## src/rtl/mem_stage_pkg.sv

```systemverilog
// mem_stage_pkg: shared types and constants for the memory-stage access unit.
//   - state_e      : access sequencer states
//   - OFF_*        : per-channel register offsets inside a 16-byte channel window
//   - STATUS_*_BIT : bit positions inside the STATUS register
package mem_stage_pkg;

    typedef enum logic [2:0] {
        IDLE,
        MMIO,
        MEM_REQ,
        MEM_WAIT,
        RESP
    } state_e;

    localparam logic [3:0] OFF_CTRL   = 4'h0;
    localparam logic [3:0] OFF_STATUS = 4'h4;
    localparam logic [3:0] OFF_ARG    = 4'h8;

    localparam int STATUS_DONE_BIT = 0;
    localparam int STATUS_ERR_BIT  = 1;

endpackage

```

## src/rtl/mem_stage_mmio_if.sv

```systemverilog
// mem_stage_mmio_if: bundles the pipeline, cache and accelerator signals of
// the memory stage.
//   slave  : the access unit (consumes requests, drives cache/accelerator side)
//   master : the surrounding pipeline/cache/accelerators
interface mem_stage_mmio_if #(
    parameter int ADDR_W = 32,
    parameter int DATA_W = 32,
    parameter int NUM_CH = 4
);
    // pipeline side
    logic [ADDR_W-1:0]        req_addr;
    logic [DATA_W-1:0]        req_wdata;
    logic                     req_wr;
    logic                     req_en;
    logic                     stall;
    logic                     done;
    logic [DATA_W-1:0]        rdata;
    // cache side
    logic [ADDR_W-1:0]        mem_addr;
    logic [DATA_W-1:0]        mem_wdata;
    logic                     mem_wr;
    logic                     mem_en;
    logic                     mem_done;
    logic [DATA_W-1:0]        mem_rdata;
    // accelerator side
    logic [NUM_CH-1:0]        acc_start;
    logic [NUM_CH*DATA_W-1:0] acc_arg;
    logic [NUM_CH-1:0]        acc_busy;
    logic [NUM_CH-1:0]        acc_done;

    modport slave (
        input  req_addr, req_wdata, req_wr, req_en, mem_done, mem_rdata,
               acc_busy, acc_done,
        output stall, done, rdata, mem_addr, mem_wdata, mem_wr, mem_en,
               acc_start, acc_arg
    );

    modport master (
        output req_addr, req_wdata, req_wr, req_en, mem_done, mem_rdata,
               acc_busy, acc_done,
        input  stall, done, rdata, mem_addr, mem_wdata, mem_wr, mem_en,
               acc_start, acc_arg
    );

endinterface

```

## src/rtl/mmio_channel_regs.sv

```systemverilog
// mmio_channel_regs: register file of one accelerator channel.
//   clk, rst  : clock, synchronous active-high reset
//   sel, wr   : this channel is addressed this cycle / access is a store
//   off       : register offset within the channel window
//   wdata     : store data
//   busy      : accelerator busy level
//   acc_done  : accelerator completion pulse (sets sticky DONE)
//   arg       : ARG register contents
//   start     : registered start pulse
//   rd_data   : read value of the register at 'off' (not gated by sel)
module mmio_channel_regs
    import mem_stage_pkg::*;
#(
    parameter int DATA_W = 32
) (
    input  logic              clk,
    input  logic              rst,
    input  logic              sel,
    input  logic              wr,
    input  logic [3:0]        off,
    input  logic [DATA_W-1:0] wdata,
    input  logic              busy,
    input  logic              acc_done,
    output logic [DATA_W-1:0] arg,
    output logic              start,
    output logic [DATA_W-1:0] rd_data
);

    logic [DATA_W-1:0] arg_q, arg_d;
    logic              done_q, done_d;
    logic              err_q, err_d;
    logic              start_q, start_d;

    always_comb begin
        // NOTE: every signal gets a default first so no path leaves it unassigned (no latch).
        arg_d   = arg_q;
        done_d  = done_q;
        err_d   = err_q;
        start_d = 1'b0;
        if (sel && wr) begin
            case (off)
                OFF_CTRL: begin
                    if (wdata[0]) begin
                        if (busy) err_d   = 1'b1;
                        else      start_d = 1'b1;
                    end
                end
                OFF_STATUS: begin
                    if (wdata[STATUS_DONE_BIT]) done_d = 1'b0;
                    if (wdata[STATUS_ERR_BIT])  err_d  = 1'b0;
                end
                OFF_ARG: arg_d = wdata;
                default: ;
            endcase
        end
        // Evaluated after the write-1-clear so a coincident completion wins.
        if (acc_done) done_d = 1'b1;
    end

    always_comb begin
        rd_data = '0;
        case (off)
            OFF_CTRL:   rd_data[0] = busy;
            OFF_STATUS: begin
                rd_data[STATUS_DONE_BIT] = done_q;
                rd_data[STATUS_ERR_BIT]  = err_q;
            end
            OFF_ARG:    rd_data = arg_q;
            default:    ;
        endcase
    end

    // NOTE: the ARG storage is a handful of flops, not a RAM, so it is reset
    // along with everything else; accelerators never see a stale argument.
    always_ff @(posedge clk) begin
        // NOTE: non-blocking assignments so all flops update from pre-edge values.
        if (rst) begin
            arg_q   <= '0;
            done_q  <= 1'b0;
            err_q   <= 1'b0;
            start_q <= 1'b0;
        end else begin
            arg_q   <= arg_d;
            done_q  <= done_d;
            err_q   <= err_d;
            start_q <= start_d;
        end
    end

    assign arg   = arg_q;
    assign start = start_q;

endmodule

```

## src/rtl/mem_stage_mmio.sv

```systemverilog
// mem_stage_mmio: memory-stage access unit. Routes each load/store either to
// the data cache (request/done handshake) or to a 256-byte MMIO window of
// NUM_CH accelerator channels, and stalls the pipeline until completion.
//   clk, rst : clock, synchronous active-high reset
//   bus      : mem_stage_mmio_if.slave (pipeline request/response, cache
//              request/completion, accelerator start/arg/busy/done)
module mem_stage_mmio
    import mem_stage_pkg::*;
#(
    parameter int               ADDR_W    = 32,
    parameter int               DATA_W    = 32,
    parameter int               NUM_CH    = 4,
    parameter logic [ADDR_W-1:0] MMIO_BASE = 32'h1000_0000
) (
    input  logic                  clk,
    input  logic                  rst,
    mem_stage_mmio_if.slave       bus
);

    state_e            state_q, state_d;
    logic [ADDR_W-1:0] addr_q, addr_d;
    logic [DATA_W-1:0] wdata_q, wdata_d;
    logic              wr_q, wr_d;
    logic [DATA_W-1:0] rdata_q, rdata_d;

    logic              hit;
    logic [3:0]        ch;
    logic [DATA_W-1:0] mmio_rd;
    logic [DATA_W-1:0] ch_arg   [NUM_CH];
    logic [DATA_W-1:0] ch_rd    [NUM_CH];
    logic              ch_start [NUM_CH];

    assign hit = (bus.req_addr[ADDR_W-1:8] == MMIO_BASE[ADDR_W-1:8]);
    assign ch  = addr_q[7:4];

    for (genvar c = 0; c < NUM_CH; c++) begin : g_ch
        mmio_channel_regs #(.DATA_W(DATA_W)) u_regs (
            .clk      (clk),
            .rst      (rst),
            .sel      ((state_q == MMIO) && (ch == 4'(c))),
            .wr       (wr_q),
            .off      (addr_q[3:0]),
            .wdata    (wdata_q),
            .busy     (bus.acc_busy[c]),
            .acc_done (bus.acc_done[c]),
            .arg      (ch_arg[c]),
            .start    (ch_start[c]),
            .rd_data  (ch_rd[c])
        );
    end

    // Channels at or above NUM_CH match nothing and read as zero.
    always_comb begin
        mmio_rd       = '0;
        bus.acc_arg   = '0;
        bus.acc_start = '0;
        for (int c = 0; c < NUM_CH; c++) begin
            bus.acc_arg[c*DATA_W +: DATA_W] = ch_arg[c];
            bus.acc_start[c]                = ch_start[c];
            if (ch == 4'(c)) mmio_rd = ch_rd[c];
        end
    end

    always_comb begin
        state_d = state_q;
        addr_d  = addr_q;
        wdata_d = wdata_q;
        wr_d    = wr_q;
        rdata_d = rdata_q;
        case (state_q)
            IDLE: begin
                if (bus.req_en) begin
                    addr_d  = bus.req_addr;
                    wdata_d = bus.req_wdata;
                    wr_d    = bus.req_wr;
                    state_d = hit ? MMIO : MEM_REQ;
                end
            end
            MMIO: begin
                rdata_d = wr_q ? '0 : mmio_rd;
                state_d = RESP;
            end
            // The cache may complete in the same cycle as the request.
            MEM_REQ, MEM_WAIT: begin
                if (bus.mem_done) begin
                    rdata_d = wr_q ? '0 : bus.mem_rdata;
                    state_d = RESP;
                end else begin
                    state_d = MEM_WAIT;
                end
            end
            RESP:    state_d = IDLE;
            default: state_d = IDLE;
        endcase
    end

    always_ff @(posedge clk) begin
        if (rst) begin
            state_q <= IDLE;
            addr_q  <= '0;
            wdata_q <= '0;
            wr_q    <= 1'b0;
            rdata_q <= '0;
        end else begin
            state_q <= state_d;
            addr_q  <= addr_d;
            wdata_q <= wdata_d;
            wr_q    <= wr_d;
            rdata_q <= rdata_d;
        end
    end

    // The latched request doubles as the registered cache request.
    assign bus.mem_addr  = addr_q;
    assign bus.mem_wdata = wdata_q;
    assign bus.mem_wr    = wr_q;
    assign bus.mem_en    = (state_q == MEM_REQ);
    assign bus.done      = (state_q == RESP);
    assign bus.rdata     = rdata_q;
    assign bus.stall     = bus.req_en && !bus.done;

endmodule

```

## src/flat_wrapper.sv

```systemverilog
// flat-port wrapper written by rule: the top's interface ports become plain ports
module mem_stage_mmio_flat import mem_stage_pkg::*;
#(
    parameter int               ADDR_W    = 32,
    parameter int               DATA_W    = 32,
    parameter int               NUM_CH    = 4,
    parameter logic [ADDR_W-1:0] MMIO_BASE = 32'h1000_0000
)
  (clk, rst, bus_req_addr, bus_req_wdata, bus_req_wr, bus_req_en, bus_mem_done, bus_mem_rdata, bus_acc_busy, bus_acc_done, bus_stall, bus_done, bus_rdata, bus_mem_addr, bus_mem_wdata, bus_mem_wr, bus_mem_en, bus_acc_start, bus_acc_arg);
  mem_stage_mmio_if #(.ADDR_W(ADDR_W), .DATA_W(DATA_W), .NUM_CH(NUM_CH)) bus_i ();
  input  logic clk;
  input  logic rst;
  input wire logic [$bits(bus_i.req_addr)-1:0] bus_req_addr;
  input wire logic [$bits(bus_i.req_wdata)-1:0] bus_req_wdata;
  input wire logic [$bits(bus_i.req_wr)-1:0] bus_req_wr;
  input wire logic [$bits(bus_i.req_en)-1:0] bus_req_en;
  input wire logic [$bits(bus_i.mem_done)-1:0] bus_mem_done;
  input wire logic [$bits(bus_i.mem_rdata)-1:0] bus_mem_rdata;
  input wire logic [$bits(bus_i.acc_busy)-1:0] bus_acc_busy;
  input wire logic [$bits(bus_i.acc_done)-1:0] bus_acc_done;
  output wire logic [$bits(bus_i.stall)-1:0] bus_stall;
  output wire logic [$bits(bus_i.done)-1:0] bus_done;
  output wire logic [$bits(bus_i.rdata)-1:0] bus_rdata;
  output wire logic [$bits(bus_i.mem_addr)-1:0] bus_mem_addr;
  output wire logic [$bits(bus_i.mem_wdata)-1:0] bus_mem_wdata;
  output wire logic [$bits(bus_i.mem_wr)-1:0] bus_mem_wr;
  output wire logic [$bits(bus_i.mem_en)-1:0] bus_mem_en;
  output wire logic [$bits(bus_i.acc_start)-1:0] bus_acc_start;
  output wire logic [$bits(bus_i.acc_arg)-1:0] bus_acc_arg;
  assign bus_i.req_addr = bus_req_addr;
  assign bus_i.req_wdata = bus_req_wdata;
  assign bus_i.req_wr = bus_req_wr;
  assign bus_i.req_en = bus_req_en;
  assign bus_i.mem_done = bus_mem_done;
  assign bus_i.mem_rdata = bus_mem_rdata;
  assign bus_i.acc_busy = bus_acc_busy;
  assign bus_i.acc_done = bus_acc_done;
  assign bus_stall = bus_i.stall;
  assign bus_done = bus_i.done;
  assign bus_rdata = bus_i.rdata;
  assign bus_mem_addr = bus_i.mem_addr;
  assign bus_mem_wdata = bus_i.mem_wdata;
  assign bus_mem_wr = bus_i.mem_wr;
  assign bus_mem_en = bus_i.mem_en;
  assign bus_acc_start = bus_i.acc_start;
  assign bus_acc_arg = bus_i.acc_arg;
  mem_stage_mmio #(.ADDR_W(ADDR_W), .DATA_W(DATA_W), .NUM_CH(NUM_CH), .MMIO_BASE(MMIO_BASE)) u_core (.clk(clk), .rst(rst), .bus(bus_i));
endmodule
```

## config.mk

```make
export PLATFORM = sky130hd
export DESIGN_NAME = mem_stage_mmio_flat
export DESIGN_NICKNAME = d
export VERILOG_FILES = /design/src/rtl/mem_stage_pkg.sv /design/src/rtl/mem_stage_mmio_if.sv /design/src/rtl/mmio_channel_regs.sv /design/src/rtl/mem_stage_mmio.sv /design/src/flat_wrapper.sv
export SDC_FILE = /design/constraint.sdc
export NUM_CORES = 1
export LEC_CHECK = 0
export CORE_MARGIN = 4
export CORE_UTILIZATION = 48
export CTS_CLUSTER_DIAMETER = 60
export DETAILED_ROUTE_END_ITERATION = 7
export PLACE_DENSITY = 0.87
export SKIP_CTS_REPAIR_TIMING = 1
export SYNTH_ARGS = -nofsm -noshare
export SYNTH_HDL_FRONTEND = slang
export SYNTH_HIERARCHICAL = 1
export SYNTH_SLANG_ARGS = --single-unit
```

## constraint.sdc

```tcl
create_clock -name clk -period 3.5 [get_ports clk]
set_clock_uncertainty 0.05 [all_clocks]
set_input_delay 0.7 -clock clk [delete_from_list [all_inputs] [get_ports clk]]
set_output_delay 0.7 -clock clk [all_outputs]
set_load 0.01 [all_outputs]
```

# After elaboration in Yosys (flattened, before gate mapping)
# Index checks and enable logic that the tools add are counted.
# classes
eq_ne	18
muxes	51
bitwise_logic	6
n_reduce_logical	46
# ops
op	count
32-bit two-way mux	7
30-bit two-way mux	4
32-bit case mux with 2 select lines	1
2-bit nonzero test	14
24-bit by 21-bit equality test with 1-bit output (second input constant)	1
1-bit two-way mux	23
5-bit AND reduction	4
1-bit case mux with 2 select lines	8
4-bit OR reduction	4
2-bit != test (second input constant)	6
1-bit case mux with 3 select lines	4
2-bit AND reduction	6
3-bit AND reduction	4
1-bit logical AND	9
3-bit case mux with 3 select lines	1
4-bit by 2-bit equality test with 1-bit output (second input constant)	2
4-bit zero test	2
3-bit by 2-bit equality test with 1-bit output (second input constant)	2
3-bit two-way mux	2
1-bit inverter	6
4-bit by 1-bit equality test with 1-bit output (second input constant)	1
4-bit by 3-bit equality test with 1-bit output (second input constant)	1
4-bit equality test (second input constant)	1
2-bit by 1-bit != test with 1-bit output (second input constant)	2
other kinds (6)	6
# word_totals
ff_bits	240
input_bits	109
output_inout_bits	232
elab_cells	142

# Logic depth before layout (Yosys ltp)
# depth
depth_word	8
ltp_mapped	10
ltp_nobuf	6

# By module
# Netlist, hierarchy kept.
# modules_own_cells
mod	n_inst	cells_each	area_each_um2	seq_area_each_um2
mmio_channel_regs	4	201	1757.9	700.7
mem_stage_mmio	1	469	4533.1	2001.9

# Worst setup path before layout
# No wires, ideal clock.
# synth_timing
path_type	register -> register
from	register u_core.addr_q[5], in the netlist u_core/bus.mem_addr[5]
to	register u_core.g_ch[2].u_regs.arg_q[28]
setup_time_ns	0.116
arrival_time_ns	2.352
required_ns	3.334
slack_ns	0.982
path_stages_with_launch	10
path_buffers	4
period_less_slack_ns	2.518
cell_sequence	dfxtp_1 > buf_2 > buf_1 > or4b_1 > nor2_1 > and2_1 > clkbuf_1 > clkbuf_1 > a21oi_1 > a31o_2
# synth_via
elab_chain_cells	4
# synth_rtl
item	line_no	source
start, declared	mem_stage_mmio.sv:21	logic [ADDR_W-1:0] addr_q, addr_d;
start signal, assigned	mem_stage_mmio.sv:106	addr_q <= addr_d;
4-bit by 2-bit equality test with 1-bit output	mem_stage_mmio.sv:40	.sel ((state_q == MMIO) && (ch == 4'(c))),
1-bit logical AND	mem_stage_mmio.sv:40	
1-bit logical AND	mmio_channel_regs.sv:40	if (sel && wr) begin
2-bit AND reduction (no source line)	--	
end signal, assigned	mmio_channel_regs.sv:83	arg_q <= arg_d;
end, declared	mmio_channel_regs.sv:29	logic [DATA_W-1:0] arg_q, arg_d;
# No other way between the ends.
# A chain may end at the register's enable or synchronous reset.

# Worst setup path in the final report
# layout_timing
from	register u_core.addr_q[2], in the netlist u_core/bus.mem_addr[2]
to	output bus_mem_addr[2]
# layout_rtl
item	line_no	source
end, declared	flat_wrapper.sv:24	output wire logic [$bits(bus_i.mem_addr)-1:0] bus_mem_addr;
# No word-level cell between the ends.

==> implementation parameters <==
Parameter                              Value

Min path
  Worst hold path type ... register to register

Floorplan
  Core area ... 23600 µm²
  Cell Rows ... between 50 and 60
  Count of boundary I/O pins ... 341
  DIE AREA ... between 20000 and 30000 µm²
  Effective utilization at floorplan ... 49.0%
  Die Height ... around 160 µm
  Floorplan die width ... 163 µm

Logic synthesis
  Post-synthesis register bit count ... 240
  Synth unique cells ... 37
  Number of warnings reported in the yosys synthesis log ... 6
  Average footprint of a synthesized cell ... 9.08 µm²
  Post-synthesis cell type with the largest combined area ... sky130_fd_sc_hd__dfxtp_1
  Portion of synthesized cell area occupied by the leading cell type ... 41.5%
  Most frequent cells after synthesis ... 240 x sky130_fd_sc_hd__dfxtp_1, 194 x sky130_fd_sc_hd__a21oi_1, 143 x sky130_fd_sc_hd__nand2_1
  Synthesized cell area ... 11600 µm²
  Synth Net Count ... ~1400
  EDFF count, synth ... 0
  Most frequently used cell type in the post-synthesis netlist ... sky130_fd_sc_hd__dfxtp_1
  Sequential area share after synthesis ... between 40 and 50%
  Asr flop ratio synth ... 0%
  Main area contributors after synthesis ... sky130_fd_sc_hd__dfxtp_1 42%, sky130_fd_sc_hd__a21oi_1 8.4%, sky130_fd_sc_hd__a31o_1 8.2%
  Commonest register cell after synthesis ... sky130_fd_sc_hd__dfxtp_1
  Synthesized netlist cell count ... 1273

Final layout
  Fraction of final layout cells with drive strength greater than 1 ... 8.69%
  Seq. cell area ... slightly below 5000 µm²
  Synth-to-layout area growth ... 38.0%
  Number of inserted filler cells in the final layout ... 1841
  Post-route core utilization ... 67.6%
  Final nets ... roughly 1700
  Finished Layout Cells ... 1885
  Multi-input gate area ... 6160 µm²

Critical path
  Crit. End Element ... primary output
  Sequence of cells on the critical path ... clkdlybuf4s50_1
  Highest cell delay on the worst timing path ... 1.10 ns
  Crit path arrival time ... about 2.4 ns
  Largest fanout on the critical path ... 26
  Crit path buffers/inverters ... 1
  Cell family with most CP delay ... flip-flops
  CP Data Required Time ... 2.75 ns
  Type of origin of the critical path ... register
  Slowest cell on the critical path ... sky130_fd_sc_hd__dfxtp_1
  Kind of critical path ... register to primary output

Timing
  Hold Worst Slack ... approximately 0.40 ns
  Rel. slew slack ... 21.6%
  Total of endpoints with negative setup slack in the final report ... 0
  Slew Limit Fails ... 0
  Final Hold Viols ... 0
  Post-route fraction of the period consumed by the critical path ... 89.2%
  Sum of negative setup slack ... 0 ns
  Achievable frequency ... about 320 MHz
  Transition time at the pin with the least slew margin ... 1.17 ns
  Min Tclk post-route ... around 3.1 ns
  Setup repair after global routing missed its margin ... false

Route
  Vias per cell ... between 5 and 6
  First DRT Iteration DRCs ... roughly 1000
  Overall via count from detail_route ... approximately 11000
  Number of routed nets with antenna violations ... 0
  First-pass iteration count of the detailed router ... 6
  DRC ... 0
  Average wire per cell in the routed design ... around 22 µm
  Wire length after detailed routing ... a little over 40 mm

Power and ir drop
  NetSw ... 1.62 mW
  Post-route total power ... 6.43 mW
  P per Cell Area ... 403 nW/µm²
  Leakage dissipation ... 5.93 nW
  Internal power component ... 4.80 mW
  Share of total power in the clock network ... 42.9%
  Switching fraction of total power ... between 20% and 30%
  Comb power frac ... 11.8%
  Highest ir drop seen on vdd ... 0.359 mV
  Seq pwr share ... 45.3%

Global route
  Number of antenna violations at the first check in global routing ... 1
  Vias in the first global route ... 11000
  Pin count of the biggest net entering global routing ... 79
  Grt total ovfl ... 0
  GR Util All Layers ... 29.1%
  Global-route wire length before repair ... 62.1 mm

Clock tree
  Clk pin slew, worst setup/hold paths ... about 0.06 ns
  Insertion delay of the later-clocked pin in the worst-skew pair ... 0.54 ns
  Max clock buf depth ... 3
  H-tree level count ... 1
  Buffer cell driving the clock tree root ... sky130_fd_sc_hd__clkbuf_16
  CTS tree ... yes
  Inserted Clock Buffers ... 27
  Sinks on the clock net ... 240

Placement
  Estimated wirelength of the detail-placed design ... 27.0 mm
  Gpl congestion ... between 0.8 and 0.9
  IO Port Bufs ... 340
  Cell Count Post-Placement ... 1838

Run status
  Outcome ... completed

Job
  Number of max-cap violations ... 0
placed cells by master, fill, tap and decap left out, types with 2 or more instances in the layout:
| master | n |
|---|---|
| sky130_fd_sc_hd__nand2b_1 | 128 |
| sky130_fd_sc_hd__nor3_1 | 5 |
| sky130_fd_sc_hd__and2_1 | 121 |
| sky130_fd_sc_hd__nand2_1 | 143 |
| sky130_fd_sc_hd__inv_1 | 10 |
| sky130_fd_sc_hd__dfxtp_2 | 2 |
| sky130_fd_sc_hd__mux4_1 | 5 |
| sky130_fd_sc_hd__clkdlybuf4s50_1 | 339 |
| sky130_fd_sc_hd__mux4_2 | 27 |
| sky130_fd_sc_hd__buf_4 | 29 |
| sky130_fd_sc_hd__a31o_2 | 16 |
| sky130_fd_sc_hd__a221o_1 | 32 |
| sky130_fd_sc_hd__a21oi_1 | 193 |
| sky130_fd_sc_hd__nor3b_1 | 2 |
| sky130_fd_sc_hd__and3_1 | 32 |
| sky130_fd_sc_hd__mux2i_1 | 8 |
| sky130_fd_sc_hd__a31o_1 | 108 |
| sky130_fd_sc_hd__a32o_1 | 8 |
| sky130_fd_sc_hd__clkbuf_1 | 8 |
| sky130_fd_sc_hd__inv_6 | 2 |
| sky130_fd_sc_hd__nor2_1 | 5 |
| sky130_fd_sc_hd__nor4_1 | 9 |
| sky130_fd_sc_hd__dfxtp_1 | 238 |
| sky130_fd_sc_hd__or3_1 | 4 |
| sky130_fd_sc_hd__and2_2 | 8 |
| sky130_fd_sc_hd__clkbuf_8 | 7 |
| sky130_fd_sc_hd__nor4b_2 | 2 |
| sky130_fd_sc_hd__nor2b_1 | 6 |
| sky130_fd_sc_hd__buf_12 | 4 |
| sky130_fd_sc_hd__o21ai_0 | 9 |
| sky130_fd_sc_hd__nor4b_4 | 4 |
| sky130_fd_sc_hd__nand4_1 | 10 |
| sky130_fd_sc_hd__clkbuf_16 | 27 |
layer usage:
| metal | GRT usage, % | vias up | part of all wire (%) |
|---|---|---|---|
| li1 | - | 5084 | - |
| met3 | 6.64 | 125 | 9.9 |
| met5 | 0 | - | 0 |
| met1 | 36.9 | 5381 | 39 |
| met4 | 11.0 | 0 | 3.8 |
| met2 | 48.5 | 653 | 47 |
cells by family (layout without fill, tap and decap cells):
| logic type | count (synthesis) | count (layout) | synth area share, % |
|---|---|---|---|
| AND/OR/NAND/NOR | 487 | 487 | 23.9 |
| flip-flops | 240 | 240 | 41.5 |
| other | 0 | 1 | 0 |
| multiplexers | 41 | 41 | 7.18 |
| AO/OA/AOI/OAI | 368 | 368 | 21.7 |
| buffers and inverters | 137 | 429 | 5.62 |
power groups by stage:
stage                     clock network (mW)  registers (mW)  logic, mW
after floorplan                            0            2.96      0.341
after global placement                     0            2.96      0.736
after detailed placement                   0            2.97      0.747
after CTS                               2.78            2.91      0.750
after global routing                    2.88            2.92      0.802
final                                   2.76            2.91      0.757
worst paths after layout:
check / start / end / slack (ns) / cells past startpoint
worst max-delay path: u_core/bus.mem_addr[2] / bus_mem_addr[2] / 0.38 / 1
worst min-delay path: u_core/bus.mem_addr[23] / u_core/bus.mem_addr[23] / 0.40 / 2
worst max register to register: u_core/bus.mem_addr[2] / u_core/bus.rdata[2] / 0.67 / 6
worst min register to register: u_core/bus.mem_addr[23] / u_core/bus.mem_addr[23] / 0.40 / 2
registers in the layout (all words and copies together) (netlist names):
register / flops
u_core/g_ch.u_regs/arg: 128
u_core/bus.mem_addr: 32
u_core/bus.mem_wdata: 32
u_core/bus.rdata: 32
u_core/g_ch.u_regs/done_q: 4
u_core/g_ch.u_regs/err_q: 4
u_core/g_ch.u_regs/start: 4
u_core/state_q: 3
u_core/bus.mem_wr: 1
layout make-up:
class / instances / share of cell area, %
tap: 319 / 2.50
multi-input combinational: 896 / 38.6
antenna: 1 / 0.0157
sequential: 240 / 30.1
clock inverter: 4 / 0.329
clock buffer: 42 / 5.03
inverter: 10 / 0.235
timing repair buffer: 373 / 23.2
stage by stage:
stage	setup WS [ns]	area [µm²]
after floorplan	0.982	11600
after global placement	0.774	15100
after detailed placement	0.731	15100
after CTS	0.385	16000
after global routing	0.269	16000
final	0.378	16000
(Power assumes the default switching activity.)
==> edit (same settings) <==
`NUM_CH` is set to 4 in 3 places; all go to 8.
--- a/src/rtl/mem_stage_mmio_if.sv
+++ b/src/rtl/mem_stage_mmio_if.sv
@@ -6,5 +6,5 @@
     parameter int ADDR_W = 32,
     parameter int DATA_W = 32,
-    parameter int NUM_CH = 4
+    parameter int NUM_CH = 8
 );
     // pipeline side
--- a/src/rtl/mem_stage_mmio.sv
+++ b/src/rtl/mem_stage_mmio.sv
@@ -10,5 +10,5 @@
     parameter int               ADDR_W    = 32,
     parameter int               DATA_W    = 32,
-    parameter int               NUM_CH    = 4,
+    parameter int               NUM_CH    = 8,
     parameter logic [ADDR_W-1:0] MMIO_BASE = 32'h1000_0000
 ) (
--- a/src/flat_wrapper.sv
+++ b/src/flat_wrapper.sv
@@ -4,5 +4,5 @@
     parameter int               ADDR_W    = 32,
     parameter int               DATA_W    = 32,
-    parameter int               NUM_CH    = 4,
+    parameter int               NUM_CH    = 8,
     parameter logic [ADDR_W-1:0] MMIO_BASE = 32'h1000_0000
 )
Interface: changed (resized bus_acc_arg, bus_acc_busy, bus_acc_done and bus_acc_start); port bits go from 341 to 481. The function was not compared with the original's and may differ.
==> edit against the original RTL <==
Clock power grew 65%; global-route usage grew 8.3 points; sequential power grew 56%; non-clock buffer count grew 217; wire length grew 120%; final area grew 70%; area after synthesis grew 77%; first-iteration DRC count grew to 3.1 times the old value; worst setup slack gained 0.00072 ns; register-to-register slack lost 0.12 ns; sequential cell count grew 140; utilization shrank 3.2 points; count of clock-buffer cells in the layout grew 26; the run now ends with DRC left; total power grew 64%.
==> edit: results (changes against the original RTL) <==
| Metric | Value |
|---|---|
| Result of the run | complete, but fails checks |
| Failing checks | DRC |
| Pre-antenna DRT Iters | 8 (+2) |
| GR Util met2 | 0.616 (+0.132) |
| Non-clock buffer count | 590 (+58%) |
| Max stage delay on crit path | 0.89 ns (-0.21 ns) |
| Share of cell area taken by multi-input logic gates | 0.428 (+0.0420) |
| Flop pwr share | 0.430 (-0.023) |
| Number of distinct standard cells referenced by the synthesized netlist | 50 (+35%) |
| Clock tree sinks | 380 (+58%) |
| GP Congestion | 0.976 (+9.8%) |
| Total Nets Final | 2,998 (+81%) |
| Hold path startpoint | u_core/bus.mem_addr[29]$_SDFFE_PP0P_ |
| Fraction of layout instances using a drive strength above 1 | 0.0876 (+0.000698) |
| Cell-internal power | 7.60 mW (+58%) |
| Share of the clock period used by the worst path | 0.892 (about the same) |
| Mux cell area share after synthesis | 0.0356 (-0.0362) |
| Number of nets in the synthesized netlist | 2,616 (+89%) |
| Number of antenna repair diodes | 0 (-1) |
| Count of port buffers added during placement | 480 (+41%) |
| NonClk Buf Share | 0.212 (-0.0201) |
| Leakage power of the design | 9.85 nW (+66%) |
| Maximum VDD drop | 0.310 mV (-14%) |
| Maximum number of pins on one net before global-route repair | 168 (+110%) |
| Total wire length | 91,500 µm (+120%) |
| Via count | 22,000 (+95%) |
| Number of global-route vias before repair | 21,000 (+92%) |
| Residual DRC count | 3 (+3) |
| Met3 Wirelength | 8470 µm (+110%) |
| Met1 Usage GRT | 0.444 (+0.0752) |
| Gate family responsible for the most delay along the worst path | buffers and inverters |
| Number of clock buffer instances in the layout | 68 (+62%) |
-- edit: through the flow --
step                       util  instances  instance area (µm²)  hold slack, ns
final                     0.644       3450                27100           0.405
after global routing      0.644       3450                27100           0.426
after CTS                 0.644       3450                27100           0.404
after detailed placement  0.610       3374                25700           0.396
after global placement    0.610       3374                25700           0.391
after floorplan               -       2499                20500           0.403
-- edit: cell families (layout without fill, tap and decap cells) --
logic type / count (synthesis) / count (layout)
buffers and inverters: 272 / 684
muxes: 70 / 70
and+or+nand+nor: 905 / 905
DFF: 380 / 380
AOI/OAI and AO/OA: 872 / 872
-- edit: worst paths after layout --
path / end / depth (start not counted)
hold reg to reg: u_core/bus.mem_addr[29]$_SDFFE_PP0P_ / 2
setup / recovery: bus_mem_addr[0] / 2
hold / removal: u_core/bus.mem_addr[29]$_SDFFE_PP0P_ / 2
setup reg to reg: u_core/bus.rdata[19]$_SDFFE_PP0P_ / 8
